## config.mk

```make
export PLATFORM = sky130hd
export DESIGN_NAME = mem_lock_arbiter_n
export DESIGN_NICKNAME = d
export VERILOG_FILES = /design/src/rtl/mem_lock_pkg.sv /design/src/rtl/rr_priority_pick.sv /design/src/rtl/mem_lock_arbiter_n.sv
export SDC_FILE = /design/constraint.sdc
export NUM_CORES = 1
export LEC_CHECK = 0
export CAP_MARGIN = 20
export CORE_AREA = 3 3 53 55
export CTS_BUF_LIST = sky130_fd_sc_hd__clkbuf_4 sky130_fd_sc_hd__clkbuf_8
export DETAILED_ROUTE_END_ITERATION = 16
export DIE_AREA = 0 0 56 58
export MAX_ROUTING_LAYER = met4
export PLACE_DENSITY = 0.87
export SYNTH_ARGS = -nofsm -noshare
export SYNTH_HDL_FRONTEND = slang
export SYNTH_HIERARCHICAL = 1
export SYNTH_SLANG_ARGS = --single-unit
```

## constraint.sdc

```tcl
create_clock -name clk -period 7.12 [get_ports clk]
set_input_delay 1.78 -clock clk [delete_from_list [all_inputs] [get_ports clk]]
set_output_delay 1.78 -clock clk [all_outputs]
set_load 0.05 [all_outputs]
```

## src/rtl/mem_lock_pkg.sv

```systemverilog
// Shared types, default parameters and the rotate-priority pick helper for
// the N-way memory lock arbiter.
//   state_t        : arbiter FSM states
//   DEF_*          : default parameter values for mem_lock_arbiter_n
//   rr_pick_onehot : one-hot pick of the first eligible bit scanning up from ptr
package mem_lock_pkg;

  typedef enum logic {
    IDLE = 1'b0,
    HELD = 1'b1
  } state_t;

  localparam int unsigned DEF_NUM_CORES = 4;
  localparam int unsigned DEF_MAX_HOLD  = 255;
  localparam int unsigned DEF_CNT_W     = 8;
  localparam int unsigned MAX_CORES     = 16;

  // Double-width rotate: replicate the n-bit vector above itself, shift down
  // by ptr, and the first set bit in the low n bits is the winner.
  function automatic logic [MAX_CORES-1:0] rr_pick_onehot(
    input logic [MAX_CORES-1:0] elig,
    input int unsigned          ptr,
    input int unsigned          n
  );
    logic [2*MAX_CORES-1:0] dbl;
    logic [MAX_CORES-1:0]   res;
    logic                   found;
    int unsigned            k;
    res   = '0;
    found = 1'b0;
    k     = 0;
    dbl   = ({MAX_CORES'(0), elig} << n) | {MAX_CORES'(0), elig};
    dbl   = dbl >> ptr;
    for (int unsigned i = 0; i < MAX_CORES; i++) begin
      if ((i < n) && !found && dbl[i]) begin
        found = 1'b1;
        k     = ptr + i;
        if (k >= n) k = k - n;
        res[k] = 1'b1;
      end
    end
    return res;
  endfunction

endpackage

```

## src/rtl/rr_priority_pick.sv

```systemverilog
// Combinational rotating-priority picker.
//   elig      in  N      eligible requesters
//   ptr       in  IDX_W  index with highest priority
//   pick      out N      one-hot winner (zero when nothing eligible)
//   pick_idx  out IDX_W  index of the winner
//   any_valid out 1      at least one requester eligible
module rr_priority_pick
  import mem_lock_pkg::*;
#(
  parameter int unsigned N     = DEF_NUM_CORES,
  parameter int unsigned IDX_W = $clog2(DEF_NUM_CORES)
) (
  input  logic [N-1:0]     elig,
  input  logic [IDX_W-1:0] ptr,
  output logic [N-1:0]     pick,
  output logic [IDX_W-1:0] pick_idx,
  output logic             any_valid
);

  logic [MAX_CORES-1:0] full;

  always_comb begin
    full      = rr_pick_onehot(MAX_CORES'(elig), 32'(ptr), N);
    pick      = full[N-1:0];
    any_valid = |full;
    pick_idx  = '0;
    for (int unsigned i = 0; i < N; i++) begin
      if (pick[i]) pick_idx = IDX_W'(i);
    end
  end

endmodule

```

## src/rtl/mem_lock_arbiter_n.sv

```systemverilog
// N-way round-robin memory lock arbiter with direct handoff and hold timeout.
//   clk           in  1          rising-edge clock
//   rst           in  1          synchronous active-high reset
//   req           in  NUM_CORES  level lock requests
//   grant         out NUM_CORES  registered one-hot (or zero) grant
//   lock_valid    out 1          registered OR of grant
//   owner_idx     out IDX_W      current owner; last owner when idle
//   hold_cnt      out CNT_W      saturating hold time of current owner
//   timeout_pulse out 1          one cycle when a revocation takes effect
//   blocked       out NUM_CORES  cores barred until they drop req
module mem_lock_arbiter_n
  import mem_lock_pkg::*;
#(
  parameter  int unsigned NUM_CORES = DEF_NUM_CORES,
  parameter  int unsigned MAX_HOLD  = DEF_MAX_HOLD,
  parameter  int unsigned CNT_W     = DEF_CNT_W,
  localparam int unsigned IDX_W     = $clog2(NUM_CORES)
) (
  input  logic                 clk,
  input  logic                 rst,
  input  logic [NUM_CORES-1:0] req,
  output logic [NUM_CORES-1:0] grant,
  output logic                 lock_valid,
  output logic [IDX_W-1:0]     owner_idx,
  output logic [CNT_W-1:0]     hold_cnt,
  output logic                 timeout_pulse,
  output logic [NUM_CORES-1:0] blocked
);

  state_t               state_q, state_d;
  logic [NUM_CORES-1:0] grant_q, grant_d;
  logic [NUM_CORES-1:0] blk_q, blk_d;
  logic [IDX_W-1:0]     owner_q, owner_d;
  logic [IDX_W-1:0]     ptr_q, ptr_d;
  logic [CNT_W-1:0]     cnt_q, cnt_d;
  logic                 tp_q, tp_d;
  logic                 lv_q;

  logic                 owner_req, rel, tmo, hand;
  logic [IDX_W-1:0]     ptr_rr, pick_ptr, pick_idx;
  logic [NUM_CORES-1:0] elig, pick;
  logic                 any_valid;

  // Event decode; the owner is excluded from elig so a revoked owner never
  // wins its own handoff.
  always_comb begin
    owner_req = req[owner_q];
    rel       = (state_q == HELD) && !owner_req;
    tmo       = (MAX_HOLD != 0) && (state_q == HELD) && owner_req &&
                (cnt_q == CNT_W'(MAX_HOLD - 1));
    hand      = rel || tmo;
    ptr_rr    = (owner_q == IDX_W'(NUM_CORES - 1)) ? '0 : owner_q + IDX_W'(1);
    pick_ptr  = hand ? ptr_rr : ptr_q;
    elig      = req & ~blk_q & ~grant_q;
  end

  rr_priority_pick #(
    .N     (NUM_CORES),
    .IDX_W (IDX_W)
  ) u_pick (
    .elig      (elig),
    .ptr       (pick_ptr),
    .pick      (pick),
    .pick_idx  (pick_idx),
    .any_valid (any_valid)
  );

  // Next-state and output logic.
  always_comb begin
    state_d = state_q;
    grant_d = grant_q;
    owner_d = owner_q;
    cnt_d   = cnt_q;
    ptr_d   = ptr_q;
    tp_d    = 1'b0;
    blk_d   = blk_q & req;
    case (state_q)
      IDLE: begin
        if (any_valid) begin
          state_d = HELD;
          grant_d = pick;
          owner_d = pick_idx;
          cnt_d   = '0;
        end
      end
      HELD: begin
        if (hand) begin
          ptr_d = ptr_rr;
          cnt_d = '0;
          if (tmo) begin
            tp_d           = 1'b1;
            blk_d[owner_q] = 1'b1;
          end
          if (any_valid) begin
            grant_d = pick;
            owner_d = pick_idx;
          end else begin
            grant_d = '0;
            state_d = IDLE;
          end
        end else if (cnt_q != '1) begin
          cnt_d = cnt_q + CNT_W'(1);
        end
      end
      default: state_d = IDLE;
    endcase
  end

  // State register.
  always_ff @(posedge clk) begin
    if (rst) begin
      state_q <= IDLE;
      grant_q <= '0;
      blk_q   <= '0;
      owner_q <= '0;
      ptr_q   <= '0;
      cnt_q   <= '0;
      tp_q    <= 1'b0;
      lv_q    <= 1'b0;
    end else begin
      state_q <= state_d;
      grant_q <= grant_d;
      blk_q   <= blk_d;
      owner_q <= owner_d;
      ptr_q   <= ptr_d;
      cnt_q   <= cnt_d;
      tp_q    <= tp_d;
      lv_q    <= |grant_d;
    end
  end

  assign grant         = grant_q;
  assign lock_valid    = lv_q;
  assign owner_idx     = owner_q;
  assign hold_cnt      = cnt_q;
  assign timeout_pulse = tp_q;
  assign blocked       = blk_q;

endmodule
```

* Word-level counts from Yosys, hierarchy flattened
Index checks and enable logic that the tools add are counted.
** Cells by class
- $add $sub $neg :: 9
- Order comparisons :: 14
- Eq/ne operators :: 6
- Shift operators :: 1
- Mux-type cells :: 50
- Bitwise logic cells :: 12
- Reduce and logical (&&, ||, !) cells :: 20
** Operators by type and width (number)
- two-way mux 32 bit :: 8
- >= comparator 32 x 1 -> 1 bit (second input constant) :: 4
- < comparator 32 x 5 -> 1 bit (second input constant) :: 4
- >= comparator 32 x 3 -> 1 bit (second input constant) :: 3
- subtractor 32 x 3 -> 32 bit (second input constant) :: 3
- two-way mux 16 bit :: 4
- OR 16 bit :: 3
- >> shifter 32 x 2 -> 4 bit :: 1
- two-way mux 4 bit :: 6
- two-way mux 8 bit :: 3
- demux 1 bit (select 4 bit) :: 4
- one-hot mux 8 bit (2 select lines) :: 1
- OR reduction 16 bit :: 1
- two-way mux 1 bit :: 13
- bitwise AND 4 bit :: 3
- two-way mux 2 bit :: 6
- logical AND 1 bit :: 11
- adder 8 x 1 -> 8 bit (second input constant) :: 1
- equality test 8 bit (second input constant) :: 1
- != test 8 bit (second input constant) :: 1
- inverter 4 bit :: 2
- OR 8 x 4 -> 8 bit :: 1
- one-hot mux 4 bit (2 select lines) :: 1
- adder 2 x 2 -> 3 bit (second input constant) :: 2
- 21 further kinds :: 25
** Storage, ports and cells
- Register bits after elaboration :: 23
- Bits of input ports :: 6
- Output and inout bits :: 20
- Word-level logic and storage cells :: 120

* Longest topological paths before layout
Gate-level depths: netlist (run 1).
- Depth in word-level cells :: 29
- Depth in mapped cells :: 12
- Mapped depth without buffers :: 11

* Hierarchy
Netlist (run 1), hierarchy kept.
** By module, submodules not included
- mem_lock_arbiter_n :: instances 1, cells each 129, area an instance 1124.8 um^2, sequential area each 460.4 um^2
- rr_priority_pick :: instances 1, cells each 30, area an instance 195.2 um^2, sequential area each 0.0 um^2

* Least setup slack after synthesis (run 1)
Ideal clock, no wire load.
- Kind :: input to register
- From :: input req[3]
- To :: register lv_q (netlist: lock_valid)
- Setup time :: 0.130 ns
- Arrival time :: 3.817 ns
- Required time :: 6.990 ns
- Setup slack :: 3.172 ns
- Stages on the path :: 8
- Path buffers :: 1
- Cells stage by stage :: mux4_2 -> mux2i_1 -> mux2_2 -> buf_6 -> nor2b_4 -> o31a_1 -> o41ai_1 -> a21oi_1
** On the way
- Longest elaborated chain between the ends :: 25
- Elaborated cells on any way between the ends :: 73
- Classes of those cells :: add/sub (7); order compare (12); shift (1); mux (30); bitwise (6); reduce/logical (17)
** Ends and longest elaborated chain
- start, declared :: RTL line mem_lock_arbiter_n.sv:21 : input logic [NUM_CORES-1:0] req,
- binary-select mux 1 bit (select 2 bit) (*) :: RTL line mem_lock_arbiter_n.sv:47 : owner_req = req[owner_q];
- two-way mux 1 bit (implied by the code) (*) :: RTL line mem_lock_arbiter_n.sv:47
- zero test 1 bit / logical AND 1 bit (equally long branches) :: RTL line mem_lock_arbiter_n.sv:48, mem_lock_arbiter_n.sv:49
- logical AND 1 bit (on tied branches) :: RTL line mem_lock_arbiter_n.sv:48, mem_lock_arbiter_n.sv:49
- logical OR 1 bit (*) :: RTL line mem_lock_arbiter_n.sv:51 : hand = rel || tmo;
- two-way mux 2 bit (*)
- named net pick_ptr[1] :: RTL line mem_lock_arbiter_n.sv:40 : logic [IDX_W-1:0] ptr_rr, pick_ptr, pick_idx;
- adder 2 x 1 -> 3 bit (tied with other cells) :: RTL line mem_lock_pkg.sv:37 : k = ptr + i;
- (+11 left out)
- OR 16 bit (no line)
- two-way mux 16 bit (*) :: RTL line mem_lock_pkg.sv:35 : if ((i < n) && !found && dbl[i]) begin
- named net pick[2] :: RTL line mem_lock_arbiter_n.sv:41 : logic [NUM_CORES-1:0] elig, pick;
- OR reduction 16 bit :: RTL line rr_priority_pick.sv:25 : any_valid = |full;
- two-way mux 4 bit :: RTL line mem_lock_arbiter_n.sv:94 : if (any_valid) begin
- two-way mux 4 bit :: RTL line mem_lock_arbiter_n.sv:87 : if (hand) begin
- one-hot mux 4 bit (2 select lines) (*) :: RTL line mem_lock_arbiter_n.sv:77 : case (state_q)
- OR reduction 4 bit (*) :: RTL line mem_lock_arbiter_n.sv:128 : lv_q <= |grant_d;
- end signal, assigned :: RTL line mem_lock_arbiter_n.sv:128
- end, declared :: RTL line mem_lock_arbiter_n.sv:37 : logic lv_q;
Mark *: on every way through the listed nets, which the timed path passes. The rest lies on a longest branch. The select of a mux whose other input is x is not followed.
A chain may end at the register's enable or synchronous reset.

* Worst setup path after layout (run 1)
Ends and elaborated chain as after synthesis.

==> impl_metrics.csv, run 1 <==
group,metric,value,unit
status,outcome,"finished, final reports clean",
cells_and_area,antennaDiodeCount,0,
sta,fmax,231,MHz
clocking,clk_pin_slew_worst_paths,0.12,ns
die,row_count,18,
grt,antenna_found_initial,0,
setup_path,path_class,"in2reg",
clocking,ctsHoldBuffers,0,
placed_design,gp_congestion,0.966,
clocking,post_cts_buffers,0,
setup_path,start_kind,"input port",
die,ios,26,
sta,hold_viol,0,
cells_and_area,final_nets,194,
sta,min_period_over_period,60.7,%
detailed_routing,dr_total_vias,1267,
sta,worst_slew_pin_slew,1.01,ns
sta,fin_crit,4.32,ns
logic_synthesis,synth_edf_count,0,
pwr,power_leakage,0.566,nW
logic_synthesis,synth-main-ff-cell,"dfxtp_1",
logic_synthesis,syn_area_per_cell,8.30,um^2
cells_and_area,layout-drive-gt1-share,8.29,%
logic_synthesis,yosysSeqAreaShare,34.9,%
logic_synthesis,ys_ff_latch,23,
placed_design,placed_cell_area,1570,um^2
setup_path,crit_arrival,4.49,ns
die,die_x,56,um
logic_synthesis,synthCells,159,
job,max-cap-violations,0,
sta,drv_slew,0,
setup_path,required,7.29,ns
pwr,powerDensity,202,nW/um^2
detailed_routing,drc,0,
detailed_routing,ant_nets,0,
placed_design,portBuffers,25,
sta,max-slew-margin-rel,32.8,%
sta,finalSetupTns,0,ns
detailed_routing,wirelength,3240,um
clocking,cts_buffers,3,
die,core-area,2430,um^2
clocking,postCtsResizedCells,0,
min_path,hold_class,"reg2reg",
sta,setup_viol_count_final,0,
die,die-area,3250,um^2
setup_path,end_kind,"flop",
setup_path,cp_max_fo,9,
cells_and_area,area_growth,21.2,%
die,start_util,54.3,%
logic_synthesis,synth.cell_area,1320,um^2
clocking,insertion_delay,0.31,ns
grt,grt_pass1_vias,1243,
logic_synthesis,synth.distinct_cells,41,
clocking,htree_levels,1,
logic_synthesis,async_flop_share,0,%
clocking,cts_root_buf,"clkbuf_4",
cells_and_area,design_area,1600,um^2
sta,rsz0062_at_grt,"no",
detailed_routing,drtIter0Drc,36,
detailed_routing,avgViaCountPerCell,6.00,
grt,grt_pass1_wl,5460,um
clocking,clockBufferDepth,2,
sta,fin_skew,0.00345,ns
placed_design,hpwl,2420,um
die,die_h,58,um
detailed_routing,first_pass_iters,4,
grt,gr-usage-all-layers,21.3,%
logic_synthesis,synth_nets,171,
pwr,irDropWorstVdd,0.177,mV
clocking,cts.sinks,23,
detailed_routing,wl_per_cell,15.4,um
grt,grt_max_degree,24,
clocking,cts_tree,"built",
logic_synthesis,ys_warn_count,6,
grt,gr-total-overflow,0,
[final cells by class]
type / instances / area [um^2]
Clock buffer: 4 / 30.0
Fill cell: 213 / 832
Inverter: 6 / 22.5
Multi-Input combinational cell: 123 / 800
Sequential cell: 23 / 460
Tap cell: 30 / 37.5
Timing Repair Buffer: 25 / 250
[cell usage after synthesis, drive strengths merged (4+ instances only)]
cell / n / area, um^2
buf: 4 / 26.3
dfxtp: 23 / 460
nor2: 19 / 71.3
nand2: 13 / 51.3
ha: 6 / 75.1
nor3b: 4 / 30.0
o21ai: 9 / 48.8
inv: 6 / 22.5
a22oi: 4 / 30.0
nor3: 5 / 25.0
nor2b: 5 / 38.8
nand4: 4 / 25.0
a21oi: 17 / 85.1
[power by group]
group / internal, W / switching, W
Sequential: 0.000137 / 0.00000859
Combinational: 0.0000430 / 0.0000717
Clock: 0.0000257 / 0.0000383
Total: 0.000205 / 0.000119
[placed cells by master, fill, tap and decap left out, types with 3 or more instances in the layout]
master           count
a22oi_1              4
ha_1                 6
a21oi_1             17
nand4_1              4
nor3b_1              4
clkbuf_4             4
nor2_1              19
o211ai_1             3
nor2b_1              4
nor3_1               5
clkdlybuf4s50_1     25
nand2_1             12
inv_1                6
nand3_1              3
dfxtp_1             23
o21ai_0              8
[layer usage]
metal	GRT usage, %	wire length (um)	part of all wire, %
met2	36.2	1610	50
met4	11.5	62	1.9
met5	-	0	0
met1	24.7	1390	43
met3	2.45	177	5.5
[logic make-up (layout without fill, tap and decap cells)]
logic type,after synthesis,in the layout,share of synthesized area (%)
muxes,5,5,4.93
buffers and inverters,13,35,4.55
and+or+nand+nor,66,66,26.7
xor gates and xnor gates,2,2,1.33
AOI/OAI and AO/OA,44,44,21.9
adders and majority gates,6,6,5.69
DFF,23,23,34.9
[final timing paths]
path         cells after the start                      start  slack, ns                     to
min                              2      blocked[3]$_SDFF_PP0_       0.51  blocked[3]$_SDFF_PP0_
max reg2reg                      8  owner_idx[0]$_SDFFE_PP0P_       4.19  lock_valid$_SDFF_PP0_
min reg2reg                      2      blocked[3]$_SDFF_PP0_       0.51  blocked[3]$_SDFF_PP0_
max                              9                     req[3]       2.80  lock_valid$_SDFF_PP0_
[metrics by stage]
stage,setup slack (ns),util (%),hold slack (ns),cells,total power [W]
after global placement,2.60,64.6,0.475,207,0.000257
final,2.80,65.8,0.512,211,0.000324
after CTS,2.84,65.8,0.516,211,0.000325
after detailed placement,2.51,64.6,0.495,207,0.000261
after global routing,2.60,65.8,0.532,211,0.000341
after floorplan,3.17,-,0.571,159,0.000235
[registers in the layout, summed over array words and instances (netlist names)]
register and cells:
blocked 4, state_q 1, ptr_q 2, hold_cnt 8, owner_idx 2, lock_valid 1, grant 4, timeout_pulse 1
[worst max-delay path, stage by stage]
cell	delay (ns)
clkdlybuf4s50_1	0.44
mux4_2	0.54
mux2i_1	0.27
mux2_2	0.47
nand2b_1	0.17
a21oi_1	0.26
a211oi_2	0.09
o41ai_1	0.37
a21oi_1	0.09
Note: power is estimated with default switching activity, not from simulation.
==> run 2: changes to the inputs <==
- CORE_AREA: 3 3 53 55 -> 3 3 57 59
- DIE_AREA: 0 0 56 58 -> 0 0 60 62
- PLACE_DENSITY: 0.87 -> 0.79
- clock period: 7.12 -> 3.57 ns (I/O delays scaled with it)
==> run 2 against run 1 <==
Global-route usage is 2.3 points lower. Clock skew grew 0.0052 ns. First-iteration DRC count increased to 3.3 times the previous value. Wire length shrank 1.1%. Highest routed layer unchanged. Critical path depth did not move. Critical path type unchanged. Worst hold slack got worse by 0.0023 ns.
==> impl_metrics.csv, run 2 (synthesis results as in run 1) <==
group,metric,value,unit
status,outcome,"finished, final reports clean",
cells_and_area,final_cell_mix,"25 x clkdlybuf4s50_1, 23 x dfxtp_1, 19 x nor2_1, 17 x a21oi_1, 12 x nand2_1",
pwr,irDropWorstVdd,0.350,mV
pwr,finalPower,0.000654,W
clocking,clk_pin_slew_worst_paths,0.13,ns
detailed_routing,drc,0,
cells_and_area,layout-drive-gt1-share,12.2,%
clocking,cts_buffers,3,
cells_and_area,area_growth,25.7,%
clocking,cts_tree,"built",
detailed_routing,avgViaCountPerCell,5.95,
setup_path,path_class,"in2reg",
grt,gr-total-overflow,0,
detailed_routing,wirelength,3210,um
grt,antenna_found_initial,0,
die,row_count,19,
cells_and_area,mostFrequentLayoutCell,"clkdlybuf4s50_1",
sta,min_period_over_period,92.8,%
setup_path,start_kind,"input port",
placed_design,gp_congestion,1.05,
setup_path,required,3.77,ns
sta,max-slew-margin-rel,48.2,%
clocking,cts_root_buf,"clkbuf_4",
detailed_routing,first_pass_iters,4,
placed_design,hpwl,2420,um
detailed_routing,drtIter0Drc,119,
sta,setup_viol_count_final,0,
grt,grt_max_degree,24,
grt,gr-usage-all-layers,19.0,%
die,die_h,62,um
clocking,clockBufferDepth,2,
pwr,combinationalPowerShare,37.6,%
pwr,p_sw,0.000239,W
sta,finalSetupTns,0,ns
min_path,hold-path-cell-count,2,
die,ios,26,
detailed_routing,ant_nets,0,
sta,hold_viol,0,
die,core-area,2760,um^2
clocking,ctsHoldBuffers,0,
sta,fmax,302,MHz
die,die_x,60,um
die,die-area,3720,um^2
pwr,power_leakage,0.605,nW
clocking,post_cts_buffers,0,
cells_and_area,largest_register_ffs,8,
job,max-cap-violations,0,
detailed_routing,wl_per_cell,14.6,um
setup_path,end_kind,"flop",
cells_and_area,final_nets,202,
pwr,p_int,0.000415,W
pwr,pwr-share-seq,44.4,%
clocking,insertion_delay,0.31,ns
cells_and_area,fillers,257,
setup_path,crit_arrival,3.52,ns
clocking,cts.sinks,23,
clocking,postCtsResizedCells,0,
detailed_routing,dr_total_vias,1308,
sta,drv_slew,0,
sta,rsz0062_at_grt,"no",
pwr,powerDensity,394,nW/um^2
pwr,swShare,36.5,%
placed_design,portBuffers,25,
min_path,hold_class,"reg2reg",
sta,fin_skew,0.00864,ns
sta,fin_crit,3.31,ns
grt,grt_pass1_vias,1241,
cells_and_area,antennaDiodeCount,0,
die,start_util,47.9,%
clocking,htree_levels,1,
sta,worst_slew_pin_slew,0.773,ns
pwr,pwr-share-clk,18.0,%
grt,grt_pass1_wl,5380,um
setup_path,cp_max_fo,5,
setup_path,reg2reg_depth,8,
run 2: cell types whose count changed in the layout (fill, tap and decap cells not counted), sizes merged:
cell	previous run	this run
clkinv	0	1
clkbuf	4	3
buf	0	8
run 2: critical path, stage by stage:
cell	delay, ns
clkdlybuf4s50_1	0.45
mux4_2	0.51
mux2i_1	0.27
mux2_2	0.41
nand2b_1	0.15
a21oi_1	0.24
a211oi_2	0.09
o41ai_1	0.41
a21oi_1	0.10
run 2: worst paths after layout:
check	from	to	slack, ns
setup / recovery	req[3]	lock_valid$_SDFF_PP0_	0.26
hold / removal	blocked[0]$_SDFF_PP0_	blocked[0]$_SDFF_PP0_	0.51
setup reg to reg	owner_idx[0]$_SDFFE_PP0P_	lock_valid$_SDFF_PP0_	0.79
hold reg to reg	blocked[0]$_SDFF_PP0_	blocked[0]$_SDFF_PP0_	0.51
run 2: area by class of cell:
class | count | area, um^2 | share of cell area [%]
clock inverters | 1 | 5.00 | 0.302
multi-input cells | 123 | 800 | 48.2
well taps | 31 | 38.8 | 2.34
clock buffers | 3 | 22.5 | 1.36
flip-flops and latches | 23 | 460 | 27.8
inverters | 6 | 22.5 | 1.36
repair buffers | 33 | 310 | 18.7
run 2: power by group through the flow:
stage	registers (W)	logic [W]	clock network, W
5_1_grt	0.000292	0.000266	0.000134
2_1_floorplan	0.000335	0.000133	0
3_3_place_gp	0.000295	0.000236	0
6_report	0.000290	0.000246	0.000118
3_5_place_dp	0.000295	0.000243	0
4_1_cts	0.000290	0.000244	0.000124
run 2: routing by layer:
| metal | wire length [um] | GRT usage, % | up-vias |
|---|---|---|---|
| met5 | 0 | - | - |
| met3 | 130 | 1.24 | 6 |
| li1 | - | - | 631 |
| met4 | 54 | 6.96 | 0 |
| met1 | 1470 | 23.0 | 624 |
| met2 | 1560 | 33.3 | 47 |
run 2: per-stage QoR:
step | util [%] | hold WS [ns] | instance area [um^2] | setup slack [ns] | instances
floorplan | - | 0.571 | 1320 | 0.510 | 159
finish | 60.2 | 0.509 | 1660 | 0.258 | 220
global route | 60.2 | 0.555 | 1660 | 0.158 | 220
CTS | 60.2 | 0.510 | 1660 | 0.282 | 220
global placement | 59.2 | 0.475 | 1630 | 0.101 | 216
detailed placement | 59.2 | 0.483 | 1630 | -0.0737 | 216
==> run 3: changes to the inputs <==
- ABC_AREA: not set -> 1
- CORE_AREA: 3 3 57 59 -> 3 3 61 63
- DIE_AREA: 0 0 60 62 -> 0 0 64 66
- PLACE_DENSITY: 0.79 -> 0.78
==> run 3 against run 2 <==
Clock-buffer cell count is the same. Worst hold slack lost 0.035 ns. Synthesized cell count rose by 53%. Critical endpoint unchanged.
==> impl_metrics.csv, run 3 <==
group,metric,value,unit
die,die_x,64,um
die,die-area,4220,um^2
setup_path,crit_arrival,3.40,ns
detailed_routing,ant_nets,0,
cells_and_area,stdcell_count,346,
detailed_routing,drtIter0Drc,210,
pwr,irDropWorstVdd,0.593,mV
detailed_routing,drc,0,
cells_and_area,final_cell_mix,"52 x nand2_1, 31 x buf_4, 27 x inv_1, 26 x nand3_1, 23 x dfxtp_1",
die,start_util,47.1,%
sta,worst_slew_pin_slew,0.558,ns
logic_synthesis,ys_warn_count,6,
cells_and_area,mostFrequentLayoutCell,"nand2_1",
cells_and_area,final_nets,313,
sta,min_period_over_period,89.5,%
clocking,clockBufferDepth,2,
clocking,cts_buffers,3,
detailed_routing,first_pass_iters,5,
logic_synthesis,synth-main-ff-cell,"dfxtp_1",
detailed_routing,dr_total_vias,1811,
sta,fmax,313,MHz
sta,hold_viol,0,
placed_design,portBuffers,25,
sta,finalSetupTns,0,ns
sta,setup_slack,0.374,ns
logic_synthesis,synth_top_area_share,29.8,%
logic_synthesis,synth.distinct_cells,23,
setup_path,r2r-end,"lock_valid$_SDFF_PP0_",
die,die_h,66,um
logic_synthesis,ys_ff_latch,23,
setup_path,cp_max_fo,7,
setup_path,crit_end,"lock_valid$_SDFF_PP0_",
clocking,insertion_delay,0.32,ns
placed_design,hpwl,3100,um
cells_and_area,antennaDiodeCount,0,
cells_and_area,area_growth,44.3,%
setup_path,required,3.78,ns
logic_synthesis,synth_commonest_cells,"63 x nand2_1, 32 x inv_1, 30 x nand3_1, 26 x nor2_1, 23 x dfxtp_1",
pwr,powerDensity,1080,nW/um^2
setup_path,r2r_setup_slack,0.49,ns
clocking,cts_tree,"built",
grt,grt_pass1_vias,1662,
cells_and_area,largest_register_ffs,8,
cells_and_area,final_util,67.9,%
logic_synthesis,synth_top_area_cell,"dfxtp_1",
logic_synthesis,ys_top_cells_by_area,"dfxtp_1 30%, nand2_1 15%, nand3_1 9.7%",
detailed_routing,avgViaCountPerCell,5.23,
grt,grt_pass1_wl,6960,um
sta,fin_skew,0.00944,ns
pwr,power_leakage,1.10,nW
job,max-cap-violations,0,
grt,grt_max_degree,14,
placed_design,gp_congestion,0.942,
logic_synthesis,synthCells,244,
clocking,cts_root_buf,"clkbuf_4",
cells_and_area,design_area,2230,um^2
grt,gr-usage-all-layers,21.1,%
clocking,clk_pin_slew_worst_paths,0.14,ns
placed_design,dp.cells,336,
detailed_routing,wl_per_cell,12.8,um
setup_path,max_stage_delay,0.23,ns
cells_and_area,layout-drive-gt1-share,27.7,%
die,core-area,3280,um^2
sta,setup_viol_count_final,0,
setup_path,path_class,"in2reg",
logic_synthesis,synth_nets,256,
detailed_routing,wirelength,4430,um
setup_path,reg2reg_depth,24,
clocking,ctsHoldBuffers,0,
die,row_count,21,
grt,antenna_found_initial,0,
logic_synthesis,yosysSeqAreaShare,29.8,%
logic_synthesis,yosysMostFrequentCell,"nand2_1",
min_path,hold_class,"reg2reg",
clocking,cts.sinks,23,
logic_synthesis,async_flop_share,0,%
sta,fin_crit,3.20,ns
logic_synthesis,synth.cell_area,1550,um^2
setup_path,crit_slowest_cell,"a21o_4",
status,outcome,"finished, final reports clean",
sta,max-slew-margin-rel,62.7,%
die,ios,26,
setup_path,r2r_start,"hold_cnt[4]$_SDFFE_PP0P_",
setup_path,startpoint,"req[1]",
clocking,htree_levels,1,
placed_design,placed_cell_area,2030,um^2
placed_design,pre_cts_slack,-0.350,ns
logic_synthesis,syn_area_per_cell,6.34,um^2
sta,rsz0062_at_grt,"no",
logic_synthesis,synth_edf_count,0,
setup_path,end_kind,"flop",
sta,drv_slew,0,
setup_path,start_kind,"input port",
grt,gr-total-overflow,0,
[run 3: cell types whose count changed in the layout (fill, tap and decap cells not counted), sizes merged, moves of 4 or more]
cell / change
nand2: +58
nand3: +34
inv: +28
buf: +25
nor2: +8
nor2b: -5
a22oi: -4
clkdlybuf4s50: -4
dlymetal6s2s: +4
nor3b: -4
[run 3: worst min path at each step]
stage | from | end | depth (start not counted)
after floorplan | ptr_q[1]$_SDFFE_PP0P_ | ptr_q[1]$_SDFFE_PP0P_ | 2
after global placement | ptr_q[1]$_SDFFE_PP0P_ | ptr_q[1]$_SDFFE_PP0P_ | 2
after detailed placement | ptr_q[0]$_SDFFE_PP0P_ | ptr_q[0]$_SDFFE_PP0P_ | 2
after CTS | ptr_q[0]$_SDFFE_PP0P_ | ptr_q[0]$_SDFFE_PP0P_ | 2
after global routing | hold_cnt[6]$_SDFFE_PP0P_ | hold_cnt[6]$_SDFFE_PP0P_ | 2
final | ptr_q[1]$_SDFFE_PP0P_ | ptr_q[1]$_SDFFE_PP0P_ | 2
[run 3: kinds of logic after synthesis]
group,share of synthesized area [%]
xor+xnor,0.566
buf+inv,10.8
simple gates,44.4
fa+ha+maj,4.85
flops,29.8
compound gates,9.55
[run 3: what timing repair did]
action,in CTS,in global routing
setup buffers,5,1
gates resized for setup,2,40
pin swaps,2,10
setup endpoints to repair,1,15
[run 3: area by class of cell]
type / instances / area (um^2)
flip-flops and latches: 23 / 460
repair buffers: 58 / 524
inverters: 34 / 133
multi-input cells: 181 / 1030
clock inverters: 1 / 5.00
clock buffers: 3 / 22.5
fillers: 275 / 1050
well taps: 46 / 57.6
[run 3: routing by layer]
metal | vias to the layer above | part of all wire, % | track usage, %
met5 | - | 0 | -
met4 | 0 | 3.3 | 8.09
met3 | 15 | 5.2 | 2.72
met2 | 65 | 51 | 38.3
met1 | 837 | 40 | 23.4
li1 | 894 | - | -
[run 3: critical path: cells and delay by family]
family,cells,cell delay (ns)
simple gates,18,1.60
buf+inv,5,0.53
compound gates,3,0.34
[run 3: where the power goes]
group          internal [W]  switching [W]
clock             0.0000420      0.0000834
sequential         0.000310      0.0000553
combinational      0.000811        0.00111
[run 3: metrics by stage]
| stage | hold slack [ns] | power, W |
|---|---|---|
| global route | 0.520 | 0.00260 |
| detailed placement | 0.454 | 0.00189 |
| finish | 0.475 | 0.00241 |
| global placement | 0.447 | 0.00186 |
| CTS | 0.476 | 0.00207 |
| floorplan | 0.438 | 0.00136 |
